--- config.mk ---
export PLATFORM = sky130hd
export DESIGN_NAME = clock_divider_bank
export DESIGN_NICKNAME = d
export VERILOG_FILES = /design/src/rtl/clkdiv_pkg.sv /design/src/rtl/clkdiv_channel.sv /design/src/rtl/clock_divider_bank.sv
export SDC_FILE = /design/constraint.sdc
export NUM_CORES = 1
export LEC_CHECK = 0
export BUFFER_PORTS_ARGS = -buffer_cell sky130_fd_sc_hd__buf_2
export CORE_MARGIN = 2
export CORE_UTILIZATION = 68
export DETAILED_ROUTE_END_ITERATION = 10
export GPL_TIMING_DRIVEN = 0
export HOLD_SLACK_MARGIN = 0.06
export PLACE_DENSITY = 0.86
export SLEW_MARGIN = 10
export SYNTH_ARGS = -nofsm -noshare
export SYNTH_HDL_FRONTEND = slang
export SYNTH_HIERARCHICAL = 1
export SYNTH_SLANG_ARGS = --single-unit
--- constraint.sdc ---
create_clock -name clk -period 9.1 [get_ports clk]
set_clock_uncertainty 0.05 [all_clocks]
set_input_delay 1.82 -clock clk [delete_from_list [all_inputs] [get_ports clk]]
set_output_delay 1.82 -clock clk [all_outputs]
set_load 0.05 [all_outputs]
--- src/rtl/clkdiv_pkg.sv ---
// Shared constants and helpers for the clock divider bank.
// The clamp helper works on 32 bits, so DIV_W must not exceed 32.
package clkdiv_pkg;

  localparam int DIV_W_DEFAULT = 16;
  localparam int MIN_DIV       = 2;

  // Divisors 0 and 1 cannot produce a real period, so raise them to MIN_DIV.
  function automatic logic [31:0] clamp_div(input logic [31:0] val);
    return (val < 32'(MIN_DIV)) ? 32'(MIN_DIV) : val;
  endfunction

endpackage

--- src/rtl/clkdiv_channel.sv ---
// One divider channel: down-counter, active/shadow divisor pair,
// registered divided clock and period-start tick.
module clkdiv_channel
  import clkdiv_pkg::*;
#(
  parameter int DIV_W       = DIV_W_DEFAULT,
  parameter int DEFAULT_DIV = 4
) (
  input  logic             clk,
  input  logic             reset_n,
  input  logic             en_i,
  input  logic             restart_i,
  input  logic             wr_i,
  input  logic [DIV_W-1:0] wrVal_i,
  output logic             clkOut_o,
  output logic             tick_o,
  output logic             pending_o
);

  logic [DIV_W-1:0] cnt_q, cnt_d;
  logic [DIV_W-1:0] act_q, act_d;
  logic [DIV_W-1:0] shd_q, shd_d;
  logic             pend_q, pend_d;
  logic             clkOut_q, clkOut_d;
  logic             tick_q, tick_d;
  logic [DIV_W-1:0] effDiv;
  logic             running;

  always_ff @(posedge clk or negedge reset_n) begin
    if (!reset_n) begin
      cnt_q    <= '0;
      act_q    <= DIV_W'(DEFAULT_DIV);
      shd_q    <= DIV_W'(DEFAULT_DIV);
      pend_q   <= 1'b0;
      clkOut_q <= 1'b0;
      tick_q   <= 1'b0;
    end else begin
      cnt_q    <= cnt_d;
      act_q    <= act_d;
      shd_q    <= shd_d;
      pend_q   <= pend_d;
      clkOut_q <= clkOut_d;
      tick_q   <= tick_d;
    end
  end

  // Restart and disable both park the counter at zero, so the next running
  // cycle is a boundary. A write lands after the boundary decision so the
  // boundary always consumes the previous shadow value.
  always_comb begin
    cnt_d    = cnt_q;
    act_d    = act_q;
    shd_d    = shd_q;
    pend_d   = pend_q;
    clkOut_d = 1'b0;
    tick_d   = 1'b0;
    running  = en_i && !restart_i;
    effDiv   = pend_q ? shd_q : act_q;

    if (!running) begin
      cnt_d = '0;
    end else if (cnt_q == '0) begin
      act_d  = effDiv;
      cnt_d  = effDiv - DIV_W'(1);
      pend_d = 1'b0;
      tick_d = 1'b1;
    end else begin
      cnt_d = cnt_q - DIV_W'(1);
    end

    if (running) begin
      clkOut_d = (cnt_d >= (act_d >> 1));
    end

    if (wr_i) begin
      shd_d  = DIV_W'(clamp_div(32'(wrVal_i)));
      pend_d = 1'b1;
    end
  end

  assign clkOut_o  = clkOut_q;
  assign tick_o    = tick_q;
  assign pending_o = pend_q;

endmodule

--- src/rtl/clock_divider_bank.sv ---
// Bank of NUM_CH independent reprogrammable clock dividers sharing one
// system clock, with a global phase-aligning restart.
module clock_divider_bank
  import clkdiv_pkg::*;
#(
  parameter  int NUM_CH      = 4,
  parameter  int DIV_W       = DIV_W_DEFAULT,
  parameter  int DEFAULT_DIV = 4,
  localparam int SEL_W       = (NUM_CH > 1) ? $clog2(NUM_CH) : 1
) (
  input  logic              clk,
  input  logic              reset_n,
  input  logic              div_wr,
  input  logic [SEL_W-1:0]  div_sel,
  input  logic [DIV_W-1:0]  div_val,
  input  logic [NUM_CH-1:0] ch_en,
  input  logic              sync_restart,
  output logic [NUM_CH-1:0] clk_out,
  output logic [NUM_CH-1:0] tick,
  output logic [NUM_CH-1:0] pending
);

  logic [NUM_CH-1:0] chWr;

  // An out-of-range select matches no channel, so the write is dropped.
  for (genvar i = 0; i < NUM_CH; i++) begin : gCh
    assign chWr[i] = div_wr && (div_sel == SEL_W'(i));

    clkdiv_channel #(
      .DIV_W       (DIV_W),
      .DEFAULT_DIV (DEFAULT_DIV)
    ) uChannel (
      .clk       (clk),
      .reset_n   (reset_n),
      .en_i      (ch_en[i]),
      .restart_i (sync_restart),
      .wr_i      (chWr[i]),
      .wrVal_i   (div_val),
      .clkOut_o  (clk_out[i]),
      .tick_o    (tick[i]),
      .pending_o (pending[i])
    );
  end

endmodule

-- Word-level counts from Yosys, hierarchy flattened
Cells that the tools add are included.
- word-level logic and storage cells: 119
- flip-flop bits (word level): 204
- $add $sub $neg: 8
- eq/ne operators: 3
- multiplexer cells: 45
- reduce and logical (&&, ||, !) cells: 30
- $lt $le $gt $ge: 5
- operators with widths (kind ; number):
    $mux W16 ; 21
    $sub A16 B1 Y16 const B ; 8
    $ge A16 B15 Y1 ; 4
    $logic_not A16 Y1 ; 4
    $mux W1 ; 24
    $lt A16 B2 Y1 const B ; 1
    $reduce_and A2 Y1 ; 8
    $reduce_bool A2 Y1 ; 8
    $logic_and A1 B1 Y1 ; 8
    $eq A2 B2 Y1 const B ; 2
    $eq A2 B1 Y1 const B ; 1
    $logic_not A2 Y1 ; 1
    $logic_not A1 Y1 ; 1

-- Longest topological paths before layout
Gate-level depths: netlist (run 1).
- depth in word-level cells: 6
- gate-level depth with buffers: 18

-- Modules after synthesis
Netlist (run 1), hierarchy kept.
- modules (own cells, without submodules) (module ; cells an instance ; area each (µm²) ; seq. area each (µm²) ; times used):
    clkdiv_channel ; 289 ; 3184.3 ; 1278.7 ; 4
    clock_divider_bank ; 4 ; 37.5 ; 0.0 ; 1

-- Least setup slack after synthesis (run 1)
OpenSTA, ideal clock, no wires.
- kind: register -> register
- from: register gCh[0].uChannel.pend_q
- to: register gCh[0].uChannel.clkOut_q
- cell stages (with the launch flop): 18
- clock period less this slack: 4.216 ns
- setup slack: 4.884 ns
- buffers on the path: 4
- arrival: 4.040 ns
- library setup time: 0.126 ns
- cell sequence: dfrtp_1 -> buf_2 -> buf_6 -> buf_2 -> buf_2 -> mux2_2 -> a21oi_1 -> ha_1 -> nand2b_1 -> a31oi_1 -> nand3_1 -> xnor2_1 -> nor2_1 -> ha_1 -> nor2b_1 -> a2111oi_0 -> nand3_1 -> a221o_1
- cells in the longest elaborated chain, start to end: 6
- RTL lines (what ; line ; text):
    start: declaration ; clkdiv_channel.sv:23 ; logic pend_q, pend_d;
    start signal: assignment ; clkdiv_channel.sv:41 ; pend_q <= pend_d;
    $mux W16 ; clkdiv_channel.sv:58 ; effDiv = pend_q ? shd_q : act_q;
    $sub A16 B1 Y16 ; clkdiv_channel.sv:64 ; cnt_d = effDiv - DIV_W'(1);
    $mux W16 ; clkdiv_channel.sv:62 ; end else if (cnt_q == '0) begin
    $mux W16 ; clkdiv_channel.sv:60 ; if (!running) begin
    named net gCh[0].uChannel.cnt_d[8] ; clkdiv_channel.sv:20 ; logic [DIV_W-1:0] cnt_q, cnt_d;
    $ge A16 B15 Y1 ; clkdiv_channel.sv:72 ; clkOut_d = (cnt_d >= (act_d >> 1));
    $mux W1 ; clkdiv_channel.sv:71 ; if (running) begin
    named net gCh[0].uChannel.clkOut_d ; clkdiv_channel.sv:24 ; logic clkOut_q, clkOut_d;
    end signal: assignment ; clkdiv_channel.sv:42 ; clkOut_q <= clkOut_d;
    end: declaration ; clkdiv_channel.sv:24 ;
The timed path passes the listed nets, and every way through them passes these cells.
A chain may end at the register's enable or synchronous reset.

-- Worst setup path after layout (run 1)
- from: register gCh[1].uChannel.pend_q
- to: register gCh[1].uChannel.clkOut_q
- cells in the longest elaborated chain, start to end: 6
- RTL lines (what ; line):
    start: declaration ; clkdiv_channel.sv:23
    start signal: assignment ; clkdiv_channel.sv:41
    $mux W16 ; clkdiv_channel.sv:58
    $sub A16 B1 Y16 ; clkdiv_channel.sv:64
    $mux W16 ; clkdiv_channel.sv:62
    $mux W16 ; clkdiv_channel.sv:60
    named net gCh[1].uChannel.cnt_d[8] ; clkdiv_channel.sv:20
    $ge A16 B15 Y1 ; clkdiv_channel.sv:72
    $mux W1 ; clkdiv_channel.sv:71
    named net gCh[1].uChannel.clkOut_d ; clkdiv_channel.sv:24
    end signal: assignment ; clkdiv_channel.sv:42
    end: declaration ; clkdiv_channel.sv:24
The timed path passes the listed nets, and every way through them passes these cells.

==> summary.txt, run 1 <==
Drt
  • Final wirelength: 32.6 mm
  • Antenna viol nets, final: 0
  • Drt first-iter violations: 912
  • DR pass1 iterations: 5
  • Wire per inst: 22.1 um
  • DRC: 0
  • Drt via density: 6.81
  • Via count: ~10000

Die
  • Core area: ~19000 sq um
  • Site Rows: 50
  • Die footprint: 19900 sq um
  • IO Pins: 38
  • Die Wd: roughly 140 um
  • Initial core utilization: 68.8%
  • Die Ht: 141 um

Timing
  • Tightest Pin Transition: between 700 and 800 ps
  • Final count of negative-setup-slack endpoints: 0
  • Slew Limit Fails: 0
  • Setup TNS: 0 ps
  • Final setup margin: 4050 ps
  • Crit share post-route: between 50% and 60%
  • Slew HR: 47.4%
  • Highest clock rate: just under 0.2 GHz
  • Hold Slack: 488 ps
  • Tmin final: 5050 ps
  • RSZ-0062 raised after global routing: false
  • Fin. Hold Viols: 0

Power and ir drop
  • Pwr/cell area: 405 nW/um^2
  • Leakage: 6.65 nW
  • Max IR drop VDD: 241 uV

Clocking
  • Hold_buf cts: 0
  • Post-CTS Setup Repair Bufs: 0
  • Clock Path Buffers: 3
  • Root Driver: clkbuf_16
  • Skew-Pair Late Insertion Delay: 510 ps
  • CTS Buf Count: 22
  • CTS tree: built
  • CTS sink cnt: roughly 200
  • H-tree depth: 1
  • Worst-path clk slew: approximately 60 ps
  • Cts repair resizes: 0

Yosys
  • Leading area contributor after synthesis: dfrtp_1
  • Synth top area share: 38.4%
  • Ys flop type: dfrtp_1
  • Most frequent cells after synthesis: dfrtp_1, mux2_2, mux2i_1
  • Area contributors post-synth: dfrtp_1, mux2_2, ha_1
  • Seq/Total Area, Yosys: about two fifths
  • Synth Area per Inst: 11.0 sq um
  • Mapped Area: around 13000 sq um
  • Net Count, Synth: around 1300
  • Post-synth EDFFs: 0
  • Synth cell types: 56
  • Most frequent cell after synthesis: dfrtp_1
  • Mapped Cells: 1160
  • Warnings from Yosys: 6
  • FFs w/ async S/R, synth: 100%
  • FF+latch count, synth: ~200

Global routing
  • Total track usage: around a third
  • Largest net degree at the start of global routing: 105
  • First-pass GRT wire length: approximately 53 mm
  • Number of global-route vias before repair: 10219
  • Global route overflow: 0
  • Initial antenna violation count: 0

Worst setup path
  • Worst setup SP type: register
  • CP required: 9430 ps
  • Critical path endpoint category: register
  • RR Startpoint: gCh[1].uChannel/pending_o
  • Worst Reg-to-Reg Cells: 17
  • Worst EP arrival: 5380 ps
  • CP max FO: 10
  • Worst R2R End: gCh[1].uChannel/clkOut_o
  • Crit Path Category: register to register
  • Worst reg-to-reg setup slack: 4050 ps

Finish
  • Fillcell total: 1181
  • Reg area: 5110 sq um
  • Nets@finish: about 1300
  • Share of cells above drive strength 1: 27.1%
  • Ant diodes: 0
  • P&R area growth vs syn: 10.8%
  • Multi-input gate area: ~7200 sq um

Placed design
  • Place WS: 4120 ps
  • HPWL Detailed: 22.1 mm
  • Input/output buffers: 37
  • RePlAce Congestion: 0.938

Job
  • MaxCap Viol Count: 0

Min path
  • Depth of the worst hold-timing path: 1
  • Worst hold start: gCh[2].uChannel/act_q[15]
  • Worst Hold Class: register to register
  • WHS Endpoint: gCh[2].uChannel/act_q[15]

Run status
  • Outcome: finished clean
==> how the worst max path moves through the flow <==
stage                                    end  slack (ps)                       from  cells past startpoint
floorplan           gCh[0].uChannel/clkOut_o        4880  gCh[0].uChannel/pending_o                     17
global placement    gCh[0].uChannel/cnt_q[3]        2730                    reset_n                      1
detailed placement  gCh[1].uChannel/clkOut_o        4120               sync_restart                     13
CTS                 gCh[1].uChannel/clkOut_o        4220  gCh[1].uChannel/pending_o                     17
global route        gCh[1].uChannel/clkOut_o        3690  gCh[1].uChannel/pending_o                     17
finish              gCh[1].uChannel/clkOut_o        4050  gCh[1].uChannel/pending_o                     17
==> cell type report <==
class,count,share of cell area [%]
Multi-Input combinational cell,884,51.0
Sequential cell,204,36.1
Clock buffer,32,4.59
Buffer,52,2.62
Tap cell,234,2.07
Timing Repair Buffer,38,1.57
Clock inverter,8,1.52
Inverter,20,0.530
==> layer usage <==
layer	up-vias	global-route usage, %	part of all wire, %
met5	-	0	0
met4	0	15.4	4.7
met3	127	5.77	7.0
met2	477	54.1	46
met1	4922	43.8	42
li1	4503	-	-
==> cell usage in the layout, fill, tap and decap left out, types with 12 or more instances in the layout <==
cell type | synthesis | layout
mux2_4 | 32 | 32
nor4_1 | 28 | 28
o21a_1 | 12 | 12
nor4b_1 | 12 | 12
buf_6 | 20 | 20
mux2i_1 | 72 | 72
nor2_1 | 60 | 60
buf_2 | 20 | 56
a21oi_1 | 60 | 60
clkbuf_16 | 0 | 23
o21ai_0 | 36 | 36
ha_1 | 64 | 64
mux2_2 | 132 | 132
xnor2_1 | 28 | 28
a31oi_1 | 32 | 32
nand3_1 | 28 | 28
nand2_1 | 52 | 52
nor3_1 | 40 | 40
o211ai_1 | 12 | 12
inv_1 | 20 | 20
clkbuf_1 | 8 | 13
or3_1 | 16 | 16
dfrtp_1 | 196 | 196
nand2b_1 | 12 | 12
==> report_power, final <==
group,switching (mW),total (mW),internal [mW]
Sequential,0.304,1.50,1.20
Combinational,1.76,3.17,1.41
Clock,0.372,1.06,0.693
==> logic make-up after synthesis <==
| kind of cell | after synthesis | synth area share, % |
|---|---|---|
| compound gates | 228 | 12.0 |
| xor+xnor | 36 | 2.47 |
| fa+ha+maj | 64 | 6.27 |
| buf+inv | 72 | 3.49 |
| flops | 204 | 40.0 |
| mux | 236 | 21.0 |
| simple gates | 320 | 14.7 |
==> state kept, by name, indices dropped and copies added, names as in the netlist <==
name,cells
gCh.uChannel/cnt_q,64
gCh.uChannel/act_q,64
gCh.uChannel/clkOut_o,4
gCh.uChannel/pending_o,4
gCh.uChannel/tick_o,4
gCh.uChannel/shd_q,64
==> stage by stage <==
stage	cells	total power [mW]	util, %	cell area (sq um)
global route	1472	6.10	76.2	14200
floorplan	1160	3.86	-	12800
detailed placement	1432	4.57	71.5	13300
CTS	1472	5.68	76.2	14200
finish	1472	5.74	76.2	14200
global placement	1431	4.46	71.3	13300
==> critical path, cell delays in order, from the launching register on <==
cell and delay, ps:
dfrtp_1 360, buf_2 230, buf_6 200, buf_2 290, buf_2 340, mux2_2 370
a21oi_1 200, ha_1 230, nand2b_1 90, a31oi_1 550, nand3_1 220, xnor2_1 230
nor2_1 80, ha_1 330, nor2b_1 140, a2111oi_0 520, nand3_1 140, a221o_1 340
Note: power is estimated with default switching activity, not from simulation.
==> run 2, diff against run 1 <==
--- a/config.mk
+++ b/config.mk
@@ -7,11 +7,11 @@
 export LEC_CHECK = 0
 export BUFFER_PORTS_ARGS = -buffer_cell sky130_fd_sc_hd__buf_2
 export CORE_MARGIN = 2
-export CORE_UTILIZATION = 68
+export CORE_UTILIZATION = 57
 export DETAILED_ROUTE_END_ITERATION = 10
 export GPL_TIMING_DRIVEN = 0
 export HOLD_SLACK_MARGIN = 0.06
-export PLACE_DENSITY = 0.86
+export PLACE_DENSITY = 0.77
 export SLEW_MARGIN = 10
 export SYNTH_ARGS = -nofsm -noshare
 export SYNTH_HDL_FRONTEND = slang
==> constraint.sdc (replaced) <==
create_clock -name clk -period 4.45 [get_ports clk]
set_clock_uncertainty 0.05 [all_clocks]
set_input_delay 0.89 -clock clk [delete_from_list [all_inputs] [get_ports clk]]
set_output_delay 0.89 -clock clk [all_outputs]
set_load 0.05 [all_outputs]
==> summary.txt, run 2 (same netlist as run 1, synthesis figures left out) <==
Die
  • Die Ht: 154 um (was 141 um)
  • Core area: 21900 sq um (was 18600 sq um)
  • Site Rows: 54 (was 50)
  • IO Pins: 38 (unchanged)
  • Die footprint: 23600 sq um (was 19900 sq um)
  • Die Wd: 154 um (was 141 um)
  • Initial core utilization: 58.4% (was 68.8%)

Clocking
  • CTS sink cnt: 204 (unchanged)
  • Hold_buf cts: 0 (unchanged)
  • Clock Path Buffers: 3 (unchanged)
  • Root Driver: clkbuf_16 (unchanged)
  • CTS tree: built (unchanged)
  • H-tree depth: 1 (unchanged)
  • CTS Buf Count: 23 (was 22)
  • Skew-Pair Late Insertion Delay: 520 ps (was 510 ps)
  • Worst-path clk slew: 60 ps (about the same)

Worst setup path
  • Worst EP arrival: 4650 ps (was 5380 ps)
  • CP bufs+invs: 2 (was 4)
  • Worst setup SP type: register (unchanged)
  • CP Depth: 17 (unchanged)
  • Worst Reg-to-Reg Cells: 17 (unchanged)
  • RR Startpoint: gCh[0].uChannel/cnt_q[13] (was gCh[1].uChannel/pending_o)
  • Worst path max stage delay: 580 ps (was 550 ps)
  • Critical path endpoint category: register (unchanged)
  • CP required: 4800 ps (was 9430 ps)
  • Top Family by Delay on Critical Path: simple AND/OR/NAND/NOR gates (was compound AO/OA/AOI/OAI gates)
  • Cell Chain, Critical Path: or4_4, nor4_4, buf_6, and2_1, buf_6, a21oi_1, ha_1, nand2b_1, nor3_1, nor3_1, a211oi_1, a311oi_1, ha_1, o21a_1, o211ai_1, nand3_1, a221o_1 (was buf_2, buf_6, buf_2, buf_2, mux2_2, a21oi_1, ha_1, nand2b_1, a31oi_1, nand3_1, xnor2_1, nor2_1, ha_1, nor2b_1, a2111oi_0, nand3_1, a221o_1)
  • Critical path startpoint: gCh[0].uChannel/cnt_q[13] (was gCh[1].uChannel/pending_o)
  • CP max FO: 10 (unchanged)
  • Crit path max-delay cell type: or4_4 (was a31oi_1)
  • Crit Path Category: register to register (unchanged)
  • Worst reg-to-reg setup slack: 150 ps (was 4050 ps)
  • Worst R2R End: gCh[0].uChannel/clkOut_o (was gCh[1].uChannel/clkOut_o)
  • CP endpoint: gCh[0].uChannel/clkOut_o (was gCh[1].uChannel/clkOut_o)

Placed design
  • Placed cell count: 1478 (was 1432)
  • HPWL Detailed: 22.0 mm (was 22.1 mm)
  • RePlAce Congestion: 0.917 (was 0.938)
  • Input/output buffers: 37 (unchanged)
  • Place WS: -421 ps (was 4120 ps)

Timing
  • Slew Limit Fails: 0 (unchanged)
  • Tmin final: 4300 ps (was 5050 ps)
  • RSZ-0062 raised after global routing: false (unchanged)
  • Highest clock rate: 0.232 GHz (was 0.198 GHz)
  • Slew HR: 52.0% (was 47.4%)
  • Fin. Hold Viols: 0 (unchanged)
  • Setup TNS: 0 ps (unchanged)
  • Tightest Pin Transition: 721 ps (was 789 ps)
  • Crit share post-route: 96.7% (was 55.5%)
  • Final setup margin: 148 ps (was 4050 ps)
  • Final count of negative-setup-slack endpoints: 0 (unchanged)

Drt
  • Drt first-iter violations: 712 (was 912)
  • Final wirelength: 31.2 mm (was 32.6 mm)
  • DRC: 0 (unchanged)
  • DR pass1 iterations: 5 (unchanged)
  • Via count: 9682 (was 10029)
  • Wire per inst: 20.6 um (was 22.1 um)
  • Antenna viol nets, final: 0 (unchanged)
  • Drt via density: 6.38 (was 6.81)

Finish
  • Ant diodes: 0 (unchanged)
  • Commonest non-fill, non-tap cells in the layout: dfrtp_1, mux2_2, mux2i_1 (unchanged)
  • Post-route insts no fill: 1518 (was 1472)
  • Biggest regs: gCh.uChannel/act_q: 64 flops, gCh.uChannel/cnt_q: 64 flops, gCh.uChannel/shd_q: 64 flops (unchanged)
  • Layout Utilization: 65.3% (was 76.2%)
  • Commonest non-fill, non-tap cell in the layout: dfrtp_1 (unchanged)
  • Share of cells above drive strength 1: 28.4% (was 27.1%)
  • P&R area growth vs syn: 11.9% (was 10.8%)
  • Nets@finish: 1311 (was 1312)

Global routing
  • First-pass GRT wire length: 51.2 mm (was 53.0 mm)
  • Total track usage: 26.5% (was 33.3%)
  • Largest net degree at the start of global routing: 112 (was 105)
  • Gr busiest metal: met2 (unchanged)
  • Number of global-route vias before repair: 9701 (was 10219)
  • GR Util met1: 38.4% (was 43.8%)
  • M2 GR Usage: 41.2% (was 54.1%)
  • Global route overflow: 0 (unchanged)
  • Initial antenna violation count: 0 (unchanged)
  • Met3 Track Usage GR: 4.00% (was 5.77%)

Power and ir drop
  • Leakage: 6.65 nW (about the same)
  • Max IR drop VDD: 573 uV (was 241 uV)
  • Pwr/cell area: 817 nW/um^2 (was 405 nW/um^2)

Run status
  • Outcome: finished clean (unchanged)

Min path
  • Worst Hold Class: input port to async pin (was register to register)

Job
  • MaxCap Viol Count: 0 (unchanged)
run 2: through the flow:
| stage | hold WS [ps] | power, mW | instance area [sq um] |
|---|---|---|---|
| 4_1_cts | 379 | 11.5 | 14200 |
| 3_3_place_gp | 461 | 9.16 | 13300 |
| 2_1_floorplan | 448 | 7.90 | 12800 |
| 6_report | 346 | 11.7 | 14300 |
| 5_1_grt | 410 | 12.5 | 14300 |
| 3_5_place_dp | 468 | 9.32 | 13300 |
run 2: routing by layer:
metal  part of all wire [%]  routed length [um]  vias to the layer above
met5                      0                   0                        -
li1                       -                   -                     4489
met3                    5.8                1820                       63
met2                     45               14200                      315
met4                    2.9                 902                        0
met1                     46               14400                     4815
run 2: worst min path at each step:
stage | to | slack [ps] | depth (start not counted)
3_5_place_dp | gCh[1].uChannel/act_q[14] | 470 | 1
3_3_place_gp | gCh[1].uChannel/act_q[6] | 460 | 1
6_report | gCh[2].uChannel/cnt_q[13] | 350 | 1
5_1_grt | gCh[2].uChannel/cnt_q[14] | 410 | 1
4_1_cts | gCh[0].uChannel/shd_q[6] | 380 | 1
2_1_floorplan | gCh[0].uChannel/act_q[5] | 450 | 2
run 2: what timing repair did:
item                       4_1_cts  5_1_grt
setup endpoints to repair        4        4
setup buffers                    0        1
pin swaps                        0        2
resized for setup               10       20
run 2: layout make-up:
class	instances	area [sq um]
Inverter	20	75.1
Multi-Input combinational cell	884	7330
Clock buffer	30	662
Sequential cell	204	5110
Clock inverter	12	159
Fill cell	1736	7600
Timing Repair Buffer	39	230
Tap cell	280	350
Buffer	49	368
run 2: report_power, final:
group | total, mW | internal, mW | switching [mW]
logic | 6.59 | 2.97 | 3.62
clock network | 2.03 | 1.23 | 0.799
registers | 3.06 | 2.45 | 0.609
==> run 3, diff against run 2 <==
--- a/config.mk
+++ b/config.mk
@@ -12,6 +12,7 @@
 export GPL_TIMING_DRIVEN = 0
 export HOLD_SLACK_MARGIN = 0.06
 export PLACE_DENSITY = 0.77
+export REMOVE_ABC_BUFFERS = 1
 export SLEW_MARGIN = 10
 export SYNTH_ARGS = -nofsm -noshare
 export SYNTH_HDL_FRONTEND = slang
==> summary.txt, run 3 (same netlist as run 1, synthesis figures left out) <==
Finish
  • Commonest non-fill, non-tap cells in the layout: dfrtp_1, mux2_2, mux2i_1 (unchanged)
  • P&R area growth vs syn: 8.08% (was 11.9%)
  • Ant diodes: 0 (unchanged)
  • Share of cells above drive strength 1: 26.1% (was 28.4%)
  • Biggest regs: gCh.uChannel/act_q: 64 flops, gCh.uChannel/cnt_q: 64 flops, gCh.uChannel/shd_q: 64 flops (unchanged)
  • Commonest non-fill, non-tap cell in the layout: dfrtp_1 (unchanged)
  • Post-route design area: 13800 sq um (was 14300 sq um)
  • Nets@finish: 1266 (was 1311)

Timing
  • Slew Limit Fails: 0 (unchanged)
  • Fin. Hold Viols: 0 (unchanged)
  • Highest clock rate: 0.236 GHz (was 0.232 GHz)
  • Hold Slack: 342 ps (was 346 ps)
  • Tightest Pin Transition: 953 ps (was 721 ps)
  • Final count of negative-setup-slack endpoints: 0 (unchanged)
  • RSZ-0062 raised after global routing: false (unchanged)
  • Crit share post-route: 95.1% (was 96.7%)
  • Tmin final: 4230 ps (was 4300 ps)
  • Setup TNS: 0 ps (unchanged)
  • Slew HR: 36.5% (was 52.0%)

Worst setup path
  • Worst setup SP type: register (unchanged)
  • Worst EP arrival: 4560 ps (was 4650 ps)
  • CP max FO: 10 (unchanged)
  • Crit Path Category: register to register (unchanged)
  • Critical path endpoint category: register (unchanged)
  • CP required: 4780 ps (was 4800 ps)

Clocking
  • H-tree depth: 1 (unchanged)
  • CTS tree: built (unchanged)
  • Root Driver: clkbuf_16 (unchanged)
  • CTS Buf Count: 23 (unchanged)
  • Skew-Pair Late Insertion Delay: 510 ps (was 520 ps)
  • CTS sink cnt: 204 (unchanged)
  • Hold_buf cts: 0 (unchanged)
  • Worst-path clk slew: 60 ps (about the same)
  • Clock Path Buffers: 3 (unchanged)

Drt
  • DR pass1 iterations: 5 (unchanged)
  • Drt first-iter violations: 628 (was 712)
  • DRC: 0 (unchanged)
  • Wire per inst: 20.2 um (was 20.6 um)
  • Antenna viol nets, final: 0 (unchanged)
  • Via count: 9348 (was 9682)
  • Drt via density: 6.35 (was 6.38)
  • Final wirelength: 29.7 mm (was 31.2 mm)

Placed design
  • RePlAce Congestion: 0.869 (was 0.917)
  • HPWL Detailed: 19.4 mm (was 22.0 mm)
  • Placed Area: 13000 sq um (was 13300 sq um)
  • Input/output buffers: 37 (unchanged)

Run status
  • Outcome: finished clean (unchanged)

Power and ir drop
  • Leakage: 6.41 nW (was 6.65 nW)
  • Pwr/cell area: 796 nW/um^2 (was 817 nW/um^2)
  • Final Power: 11.0 mW (was 11.7 mW)
  • Max IR drop VDD: 394 uV (was 573 uV)

Global routing
  • Initial antenna violation count: 0 (unchanged)
  • Total track usage: 25.3% (was 26.5%)
  • Number of global-route vias before repair: 9419 (was 9701)
  • Largest net degree at the start of global routing: 109 (was 112)
  • Global route overflow: 0 (unchanged)
  • First-pass GRT wire length: 48.9 mm (was 51.2 mm)

Die
  • Die Ht: 154 um (unchanged)
  • Die footprint: 23600 sq um (unchanged)
  • Site Rows: 54 (unchanged)
  • Die Wd: 154 um (unchanged)
  • Core area: 21900 sq um (unchanged)
  • Initial core utilization: 58.4% (unchanged)
  • IO Pins: 38 (unchanged)

Job
  • MaxCap Viol Count: 0 (unchanged)

Min path
  • Worst Hold Class: input port to async pin (unchanged)
==> run 3: cell count changes in the layout (fill, tap and decap cells not counted), sizes merged <==
cell      before  now
buf           79   43
clkinv         4    1
clkbuf        39   40
bufinv         3    0
inv           24   20
clkinvlp       1    0
==> run 3: final timing paths <==
kind / start / to / slack, ps / depth (start not counted)
hold reg to reg: gCh[2].uChannel/shd_q[5] / gCh[2].uChannel/shd_q[5] / 480 / 1
max in group asynchronous: reset_n / gCh[1].uChannel/pending_o / 2940 / 2
min in group clk: gCh[2].uChannel/shd_q[5] / gCh[2].uChannel/shd_q[5] / 480 / 1
setup / recovery: gCh[0].uChannel/cnt_q[13] / gCh[0].uChannel/clkOut_o / 220 / 15
setup reg to reg: gCh[0].uChannel/cnt_q[13] / gCh[0].uChannel/clkOut_o / 220 / 15
hold / removal: reset_n / gCh[2].uChannel/act_q[3] / 340 / 1
==> run 3: power breakdown <==
| group | switching, mW | total (mW) | internal, mW |
|---|---|---|---|
| Clock | 0.753 | 1.82 | 1.07 |
| Sequential | 0.753 | 3.21 | 2.46 |
| Combinational | 3.23 | 5.96 | 2.73 |
==> run 3: worst max-delay path, stage by stage, from the launching register on <==
cell and delay (ps):
dfrtp_1 390, or4_4 580, nor4_4 350, and2_2 360, a21oi_1 130, ha_1 230, nand2b_1 130, nor3_1 70
nor3_1 180, a211oi_1 70, a311oi_1 400, ha_1 300, o21a_1 190, o211ai_1 230, nand3_1 110, a221o_1 330
==> run 3: timing repair <==
item	4_1_cts	5_1_grt
pin swaps	4	0
resized for setup	4	15
setup buffers	4	0
endpoints found under the setup margin	4	4
==> run 3: per-layer routing <==
metal	wire, um	global-route usage (%)	up-vias
met1	13500	35.5	4646
met4	654	7.82	0
met3	1490	3.35	43
met5	0	0	-
li1	-	-	4407
met2	14000	41.2	252
==> run 3: area by class of cell <==
cell class | instances | area (sq um)
clock buffer | 40 | 709
clock inverter | 1 | 5.00
fill | 1797 | 8080
inverter | 20 | 75.1
multi-input combinational | 884 | 7270
sequential | 204 | 5130
tap | 280 | 350
timing repair buffer | 43 | 268
==> run 3: per-stage QoR <==
step	util (%)	cells	worst slack, ps
global route	63.1	1472	15.4
floorplan	-	1108	375
detailed placement	59.4	1427	-267
CTS	62.8	1472	124
finish	63.1	1472	216
global placement	59.1	1425	-1070
